==> src/rtl/berger_one_scrubber.sv <==
// Background Berger-code scrubber: walks every word of the codeword store on the
// shared read port, recomputes popcount(data) and reports mismatching words.
module berger_one_scrubber #(
    parameter int DATA_W = 8,
    parameter int CHK_W  = 4,
    parameter int ADDR_W = 4,
    parameter int DEPTH  = 16,
    parameter int CNT_W  = $clog2(DEPTH + 1)
) (
    input  logic                    clk,
    input  logic                    rst,
    input  logic                    start,
    input  logic                    host_req,
    output logic                    mem_rd_en,
    output logic [ADDR_W-1:0]       mem_addr,
    input  logic [DATA_W+CHK_W-1:0] mem_rd_data,
    output logic                    busy,
    output logic                    done,
    output logic                    err_valid,
    output logic [ADDR_W-1:0]       err_addr,
    output logic [CNT_W-1:0]        err_count,
    output logic                    first_err_vld,
    output logic [ADDR_W-1:0]       first_err_addr,
    output logic [1:0]              dbg_state
);

    // Handshake: a read is issued in any cycle with mem_rd_en=1; the memory
    // answers on mem_rd_data exactly one cycle later, no back-pressure.

    typedef enum logic [1:0] {
        S_IDLE  = 2'd0,
        S_SCAN  = 2'd1,
        S_DRAIN = 2'd2,
        S_DONE  = 2'd3
    } state_t;

    localparam logic [ADDR_W-1:0] LAST_ADDR = ADDR_W'(DEPTH - 1);

    state_t              state_q, state_d;
    logic [ADDR_W-1:0]   ptr_q, ptr_d;
    logic                drain_q, drain_d;
    logic                scan_clr;

    logic                rd_vld_q;
    logic [ADDR_W-1:0]   rd_addr_q;
    logic                err_valid_q;
    logic [ADDR_W-1:0]   err_addr_q;
    logic [CNT_W-1:0]    err_count_q;
    logic                first_vld_q;
    logic [ADDR_W-1:0]   first_addr_q;
    logic                mismatch;

    function automatic logic [CHK_W-1:0] popcount(input logic [DATA_W-1:0] d);
        logic [CHK_W-1:0] c;
        c = '0;
        for (int i = 0; i < DATA_W; i++) begin
            c = c + CHK_W'(d[i]);
        end
        return c;
    endfunction

    always_ff @(posedge clk) begin
        if (!rst) begin
            state_q <= S_IDLE;
            ptr_q   <= '0;
            drain_q <= 1'b0;
        end else begin
            state_q <= state_d;
            ptr_q   <= ptr_d;
            drain_q <= drain_d;
        end
    end

    always_comb begin
        state_d   = state_q;
        ptr_d     = ptr_q;
        drain_d   = drain_q;
        mem_rd_en = 1'b0;
        busy      = 1'b0;
        done      = 1'b0;
        scan_clr  = 1'b0;
        case (state_q)
            S_IDLE: begin
                if (start) begin
                    state_d  = S_SCAN;
                    ptr_d    = '0;
                    scan_clr = 1'b1;
                end
            end
            S_SCAN: begin
                busy = 1'b1;
                if (!host_req) begin
                    mem_rd_en = 1'b1;
                    ptr_d     = ptr_q + 1'b1;
                    if (ptr_q == LAST_ADDR) begin
                        state_d = S_DRAIN;
                        drain_d = 1'b0;
                    end
                end
            end
            S_DRAIN: begin
                // Two cycles: one for the read data, one for the check result.
                busy    = 1'b1;
                drain_d = 1'b1;
                if (drain_q) begin
                    state_d = S_DONE;
                end
            end
            S_DONE: begin
                done    = 1'b1;
                state_d = S_IDLE;
            end
            default: state_d = S_IDLE;
        endcase
    end

    assign mismatch = rd_vld_q &&
        (popcount(mem_rd_data[CHK_W+DATA_W-1:CHK_W]) != mem_rd_data[CHK_W-1:0]);

    always_ff @(posedge clk) begin
        if (!rst) begin
            rd_vld_q     <= 1'b0;
            rd_addr_q    <= '0;
            err_valid_q  <= 1'b0;
            err_addr_q   <= '0;
            err_count_q  <= '0;
            first_vld_q  <= 1'b0;
            first_addr_q <= '0;
        end else begin
            rd_vld_q    <= mem_rd_en;
            rd_addr_q   <= mem_addr;
            err_valid_q <= mismatch;
            if (mismatch) begin
                err_addr_q <= rd_addr_q;
            end
            if (scan_clr) begin
                err_count_q  <= '0;
                first_vld_q  <= 1'b0;
                first_addr_q <= '0;
            end else if (mismatch) begin
                err_count_q <= err_count_q + 1'b1;
                if (!first_vld_q) begin
                    first_vld_q  <= 1'b1;
                    first_addr_q <= rd_addr_q;
                end
            end
        end
    end

    assign mem_addr       = ptr_q;
    assign err_valid      = err_valid_q;
    assign err_addr       = err_addr_q;
    assign err_count      = err_count_q;
    assign first_err_vld  = first_vld_q;
    assign first_err_addr = first_addr_q;
    assign dbg_state      = state_q;

endmodule
==> config.mk <==
export PLATFORM = sky130hd
export DESIGN_NAME = berger_one_scrubber
export DESIGN_NICKNAME = d
export VERILOG_FILES = /design/src/rtl/berger_one_scrubber.sv
export SDC_FILE = /design/constraint.sdc
export NUM_CORES = 1
export LEC_CHECK = 0
export CAP_MARGIN = 20
export CORE_ASPECT_RATIO = 1.2
export CORE_MARGIN = 8
export CORE_UTILIZATION = 53
export CTS_BUF_LIST = sky130_fd_sc_hd__clkbuf_2
export CTS_CLUSTER_DIAMETER = 150
export DETAILED_ROUTE_END_ITERATION = 12
export PLACE_DENSITY = 0.92
export SLEW_MARGIN = 10
export SYNTH_ARGS = -nofsm -noshare
export SYNTH_HDL_FRONTEND = slang
export SYNTH_SLANG_ARGS = --single-unit
==> constraint.sdc <==
create_clock -name clk -period 7 [get_ports clk]
set_input_delay 1.05 -clock clk [delete_from_list [all_inputs] [get_ports clk]]
set_output_delay 1.05 -clock clk [all_outputs]
set_load 0.02 [all_outputs]
* Word-level counts from Yosys, hierarchy flattened *
Index checks and enable logic that the tools add are counted.

operators by class
  mux-type cells = 17
  reduce and logical (&&, ||, !) cells = 10
  $add $sub $neg = 9
  equal/unequal tests = 9
  bitwise gates (word level) = 2

operators by type and width
  cell                 count
  $add 4x1->4          4
  $mux 1               8
  $mux 2               4
  $mux 4               2
  $ne 2x2->1 const B   4
  $pmux 2 s4           1
  $pmux 4 s2           1
  $reduce_and 3->1     2
  $add 5x1->5 const B  1
  $add 3x1->4          1
  $add 4x1->4 const B  1
  $eq 2x2->1 const B   2
  $eq 4x4->1 const B   1
  $ne 4x4->1           1
  $reduce_and 4->1     1
  $reduce_bool 2->1    2
  $reduce_or 2->1      2
  $add 2x1->3          1
  $add 1x1->2          1
  $eq 2x1->1 const B   1
  $logic_not 2->1      1
  $not 1->1            2
  $pmux 1 s2           1
  $reduce_and 2->1     1
  $logic_and 1x1->1    1

word-level totals
  register bits = 27
  input bits = 16
  output and inout bits = 24
  word-level logic and storage cells = 57

* Logic depth before layout (Yosys ltp) *
Gate-level depths: netlist of the first run.

  depth in word-level cells = 10
  mapped depth = 15
  depth with buffers taken out = 13

* Worst setup path after synthesis of the first run *
Ideal clock, no wire load.

  path type = in2reg
  from = input mem_rd_data[4]
  to = register first_addr_q[0], in the netlist first_err_addr[0]
  library setup time = 72 ps
  cell stages on the path = 14
  slack = 2755 ps
  path buffers = 1
  required time = 6928 ps
  data arrival time = 4174 ps
  path through = inv_1 fa_1 fa_1 fa_1 inv_1 ha_1 inv_1 fa_1 xor2_1 nand2_1 o41ai_2 nand2b_1 buf_4 mux2i_1

on the way
  cells in the longest elaborated chain, start to end = 10

RTL lines
  item                               RTL line  RTL
  start: declaration                 16        input logic [DATA_W+CHK_W-1:0] mem_rd_data,
  $add 1x1->2                        57        c = c + CHK_W'(d[i]);
  $add 2x1->3                        57
  $add 3x1->4                        57
  $add 4x1->4 (4 in series)          57
  $ne 4x4->1                         118       (popcount(mem_rd_data[CHK_W+DATA_W-1:CHK_W]) != mem_rd_data[CHK_W-1:0]);
  $logic_and 1x1->1                  117       assign mismatch = rd_vld_q &&
  $reduce_and 2->1 (no source line)  -
  end signal: assignment             144       first_addr_q <= rd_addr_q;
  end: declaration                   50        logic [ADDR_W-1:0] first_addr_q;

Every way passes these cells.
A chain may end at the register's enable or synchronous reset.

* Final worst setup path of the first run *
Same ends and word-level chain as after synthesis.

==> impl_metrics.yaml, run 1 <==
logic_synthesis:
  ys.flop_type: "dfxtp_1"
  synth_cells: 159
  ys_types: 34
  synthArstFlopShare: 0
  ys_warn_count: 0
  syn_area_mm2: 0.00143
  synth_top_area_frac: 0.378
  ys_seq_area_frac: 0.378
  synth_top_cell_by_area: "dfxtp_1"
  synth_seq_cells: 27
  avgSynthCellArea_um2: 8.99
  synth_edf_count: 0
  syn_nets: 189
  yosys-top-cells-area: "dfxtp_1 (38%), ha_1 (8.8%), fa_1 (5.6%)"
pwr:
  p_comb_frac: 0.460
  p_int_uw: 265
  p_clk_frac: 0.133
  finalPower_uw: 433
  p_sw_uw: 168
  power_frac_seq: 0.408
  pwr_density_cell_mw_per_mm2: 234
  power.share.switching: 0.389
  peakVddDrop_mv: 0.210
  leakage_nw: 0.751
routing:
  via_per_inst: 5.08
  wl_per_cell_um: 13.5
  routed_wl_um: 3110
  first_pass_iters: 4
  vias: 1173
  drtIter0Drc: 46
  drcViolationCount: 0
  ant_nets: 0
clocking:
  clkLatencyLatePin_ps: 370
  cts_buffer_depth: 2
  cts_made_buffers: 3
  cts_tree: "built"
  cts_setup_buffers: 0
  h-tree-depth: 1
  cts-root-buf: "clkbuf_2"
  ctsResizeCount: 0
  ctsHoldBuffers: 0
  clock-sinks: 27
  path_clk_slew_ps: 270
setup_path:
  crit_family: "adder cells"
  slowest_delay_ps: 550
  start_kind: "primary input"
  end_kind: "register"
  path_cells: "clkdlybuf4s50_1, inv_1, fa_1, fa_1, fa_1, inv_1, ha_1, inv_1, fa_1, xor2_1, nand2_1, o41ai_4, buf_4, nand2b_1, mux2i_1"
  path_max_fanout: 20
  path_buf_inv: 5
  path_class: "in2reg"
  cp.arrival_ps: 5090
  crit_path_frequent_cell: "fa_1"
  critPathSlowestCell: "fa_1"
  cp.required_ps: 7320
final_layout:
  area_growth_pct: 29.6
  layout_common_cells: "clkdlybuf4s50_1 (39), dfxtp_1 (27), inv_1 (20), nand2_1 (20)"
  nNetsFinal: 229
  diodes: 0
  final_common_cell: "clkdlybuf4s50_1"
  drive_above_1_share: 0.0657
sta:
  final_hold_viol_count: 0
  maxSlewViolCount: 0
  min_period_ps: 4770
  tightestPinTransition_ps: 488
  setup_tns_ps: 0
  max_freq_ghz: 0.210
  rsz0062_at_grt: "false"
  post-route-period-util: 0.681
  clock_skew_ps: 42.9
  setup_violations: 0
  slew-limit-headroom: 0.674
global_routing:
  antenna_found_initial: 0
  grt_start_max_net_pins: 21
  grt_pass1_vias: 1200
  grt_pass1_wl_um: 5220
  grt_usage: 0.137
  overflow: 0
floorplanning:
  die-height_um: 72.9
  ios: 40
  core_mm2: 0.00255
  dieArea_mm2: 0.00462
  initial_core_util: 0.560
  die_width_um: 63.4
  rows: 20
placed_design:
  dp_hpwl_um: 2570
  io_buffers: 39
  gp_congestion: 0.743
min_path:
  hp-class: "reg2reg"
run:
  drv_cap: 0
outcome:
  outcome: "completed"
## Yosys cell counts (2+ instances only)
cell type and number:
dfxtp_1 27, inv_1 20, nand2_1 20, ha_1 10, nor2_1 10, a21oi_1 8, o21ai_0 7, and2_1 5
mux2i_1 5, fa_1 4, nand3_1 4, xor2_1 4, nand3_2 3, nor3_1 3, o21ai_2 3, or3_1 3
xnor2_1 3, a22oi_1 2, nand2b_1 2, nor2b_1 2
## path summary, 6_finish.rpt
kind                        startpoint                        endpoint  slack, ps  cells after the start
min reg2reg    rd_addr_q[3]$_SDFF_PN0_  first_err_addr[3]$_SDFFE_PP0P_        430                      2
max reg2reg  dbg_state[0]$_SDFFE_PN0P_       dbg_state[0]$_SDFFE_PN0P_       5200                      6
min            rd_addr_q[3]$_SDFF_PN0_  first_err_addr[3]$_SDFFE_PP0P_        430                      2
max                     mem_rd_data[4]  first_err_addr[0]$_SDFFE_PP0P_       2230                     15
## cell type report
type	count	area, um^2
Multi-Input combinational cell	107	777
Timing Repair Buffer	40	398
Clock inverter	1	5.00
Inverter	20	75.1
Clock buffer	3	15.0
Fill cell	207	701
Sequential cell	27	541
Tap cell	33	41.3
## worst reg2reg max path: cells and delay by family, from the launching register on
family	cells	cell delay, ps
compound gates	2	600
flops	1	480
fa+ha+maj	1	280
simple gates	2	260
buf+inv	1	120
## state kept, by name, summed over array words and instances (netlist names)
signal,flops
err_valid,1
dbg_state,2
first_err_vld,1
drain_q,1
rd_vld_q,1
mem_addr,4
rd_addr_q,4
err_count,5
err_addr,4
first_err_addr,4
## metrics by stage
stage,util,instance area (um^2),hold slack (ps),worst slack (ps),cells
6_report,0.725,1850,432,2230,231
5_1_grt,0.725,1850,461,2070,231
4_1_cts,0.725,1850,452,2210,231
3_5_place_dp,0.718,1830,457,1810,227
3_3_place_gp,0.718,1830,447,1980,227
2_1_floorplan,-,1430,435,2750,159
## logic make-up after synthesis
group	count (synthesis)	synth area share
AND/OR/NAND/NOR	55	0.193
flip-flops	27	0.378
AO/OA/AOI/OAI	26	0.122
buffers and inverters	25	0.0858
adder cells (fa/ha/maj)	14	0.144
XOR/XNOR	7	0.0429
multiplexers	5	0.0350
## power groups by stage
stage / clock (mW) / sequential, mW / combinational, mW
finish: 0.0576 / 0.177 / 0.199
global route: 0.0654 / 0.178 / 0.223
CTS: 0.0582 / 0.177 / 0.202
detailed placement: 0 / 0.179 / 0.201
global placement: 0 / 0.179 / 0.189
floorplan: 0 / 0.187 / 0.129
## routing by layer
| metal | vias to the layer above | GRT usage | share of wire |
|---|---|---|---|
| li1 | 598 | - | - |
| met1 | 535 | 0.126 | 0.39 |
| met2 | 32 | 0.270 | 0.53 |
| met3 | 8 | 0.0461 | 0.064 |
| met4 | 0 | 0.0521 | 0.014 |
| met5 | - | 0 | 0 |
Note: power is estimated with default switching activity, not from simulation.
==> inputs of run 2 (changes only) <==
- CORE_UTILIZATION: 53 -> 44
- PLACE_DENSITY: 0.92 -> 0.82
- clock period: 7 -> 4.08 ns (I/O delays scaled with it)
==> run 2 against run 1 <==
Effect of this change:
- routed wire length fell by 2.3%
- worst setup slack got worse by 2100 ps
- largest cell class unchanged
- global-route usage fell by 2.5 points
- first-iteration DRC count fell by 85%
- clock-buffer cell count did not move
- register-to-register slack got worse by 2900 ps
- combinational power rose by 77%
- cell area rose by 2.8%
- critical endpoint is now first_err_addr[1]$_SDFFE_PP0P_
- via count rose by 1.1%
==> impl_metrics.yaml, run 2 (synthesized netlist as in run 1, its figures left out) <==
setup_path:
  crit_path_start: "mem_rd_data[7]"
  cp.arrival_ps: 4250
  path_max_fanout: 4
  start_kind: "primary input"
  cp.required_ps: 4380
  path_class: "in2reg"
  reg2reg_from: "dbg_state[0]$_SDFFE_PN0P_"
  end_kind: "register"
final_layout:
  fin_util: 0.617
  largest_reg_flops: 5
  nNetsFinal: 232
  layout_common_cells: "clkdlybuf4s50_1 (36), dfxtp_1 (27), nand2_1 (20), inv_1 (18), nor2_1 (10)"
  final_common_cell: "clkdlybuf4s50_1"
  diodes: 0
  fillers: 290
  drive_above_1_share: 0.0995
  area_growth_pct: 33.2
clocking:
  cts-root-buf: "clkbuf_2"
  cts_buffer_depth: 2
  cts_made_buffers: 3
  clkLatencyLatePin_ps: 350
  h-tree-depth: 1
  cts_tree: "built"
  path_clk_slew_ps: 230
  ctsHoldBuffers: 0
  clock-sinks: 27
sta:
  tightestPinTransition_ps: 504
  final_hold_viol_count: 0
  min_period_ps: 3950
  slew-limit-headroom: 0.663
  setup_violations: 0
  clock_skew_ps: 6.79
  max_freq_ghz: 0.253
  whs_ps: 472
  maxSlewViolCount: 0
  post-route-period-util: 0.968
min_path:
  hp-class: "reg2reg"
  hold_start: "err_addr[2]$_SDFFE_PN0P_"
routing:
  first_pass_iters: 4
  vias: 1186
  drcViolationCount: 0
  routed_wl_um: 3040
  via_per_inst: 5.00
  drtIter0Drc: 7
  ant_nets: 0
  wl_per_cell_um: 12.8
pwr:
  peakVddDrop_mv: 0.436
  finalPower_uw: 753
  leakage_nw: 0.803
  pwr_density_cell_mw_per_mm2: 396
floorplanning:
  die_width_um: 68.0
  rows: 22
  ios: 40
  initial_core_util: 0.463
  dieArea_mm2: 0.00533
  die-height_um: 78.4
  core_mm2: 0.00308
global_routing:
  grt_pass1_vias: 1171
  antenna_found_initial: 0
  grt_pass1_wl_um: 4910
  grt_usage: 0.113
  overflow: 0
  grt_start_max_net_pins: 17
placed_design:
  dp_hpwl_um: 2320
  io_buffers: 39
  gp_congestion: 0.741
run:
  drv_cap: 0
outcome:
  outcome: "completed"
[run 2: path summary, 6_finish.rpt]
check	end	slack [ps]	depth (start not counted)
max reg2reg	dbg_state[0]$_SDFFE_PN0P_	2330	6
min	err_addr[2]$_SDFFE_PN0P_	470	2
max	first_err_addr[1]$_SDFFE_PP0P_	130	14
min reg2reg	err_addr[2]$_SDFFE_PN0P_	470	2
[run 2: timing repair]
action,CTS,global route
endpoints found under the setup margin,5,12
buffers inserted,0,1
gates cloned,0,1
pin swaps,0,6
gates resized for setup,1,11
[run 2: power breakdown]
| part | total [mW] | switching, mW | leakage (nW) | internal, mW |
|---|---|---|---|---|
| sequential | 0.302 | 0.0184 | 0.218 | 0.284 |
| combinational | 0.353 | 0.195 | 0.568 | 0.157 |
| clock | 0.0986 | 0.0763 | 0.0164 | 0.0222 |
[run 2: critical path, stage by stage]
cell            delay (ps)
dlymetal6s2s_1         100
inv_2                   40
fa_1                   550
fa_1                   440
fa_1                   460
inv_1                   70
ha_2                   190
inv_2                   40
fa_1                   540
xor2_1                 160
nand2_1                110
o41ai_4                470
nand2b_4               260
mux2i_1                190
[run 2: stage by stage]
stage	std cells	setup WS, ps	TNS, ps	instance area, um^2
final	237	129	0	1900
after global routing	237	-17.0	-17.0	1900
after CTS	235	-20.0	-20.0	1870
after detailed placement	231	-434	-5390	1840
after global placement	231	-342	-4190	1840
after floorplan	159	273	0	1430
[run 2: layout make-up]
| type | instances | area [um^2] | share of cell area |
|---|---|---|---|
| Tap cell | 36 | 45.0 | 0.0237 |
| Sequential cell | 27 | 541 | 0.284 |
| Clock inverter | 1 | 5.00 | 0.00263 |
| Inverter | 20 | 75.1 | 0.0394 |
| Clock buffer | 3 | 15.0 | 0.00789 |
| Multi-Input combinational cell | 107 | 787 | 0.414 |
| Timing Repair Buffer | 43 | 435 | 0.229 |
[run 2: metal layers]
metal	GRT usage	routed length, um	vias to the layer above
li1	-	-	604
met1	0.131	1370	549
met2	0.185	1440	29
met3	0.0270	183	4
met4	0.0554	48	0
met5	0	0	-
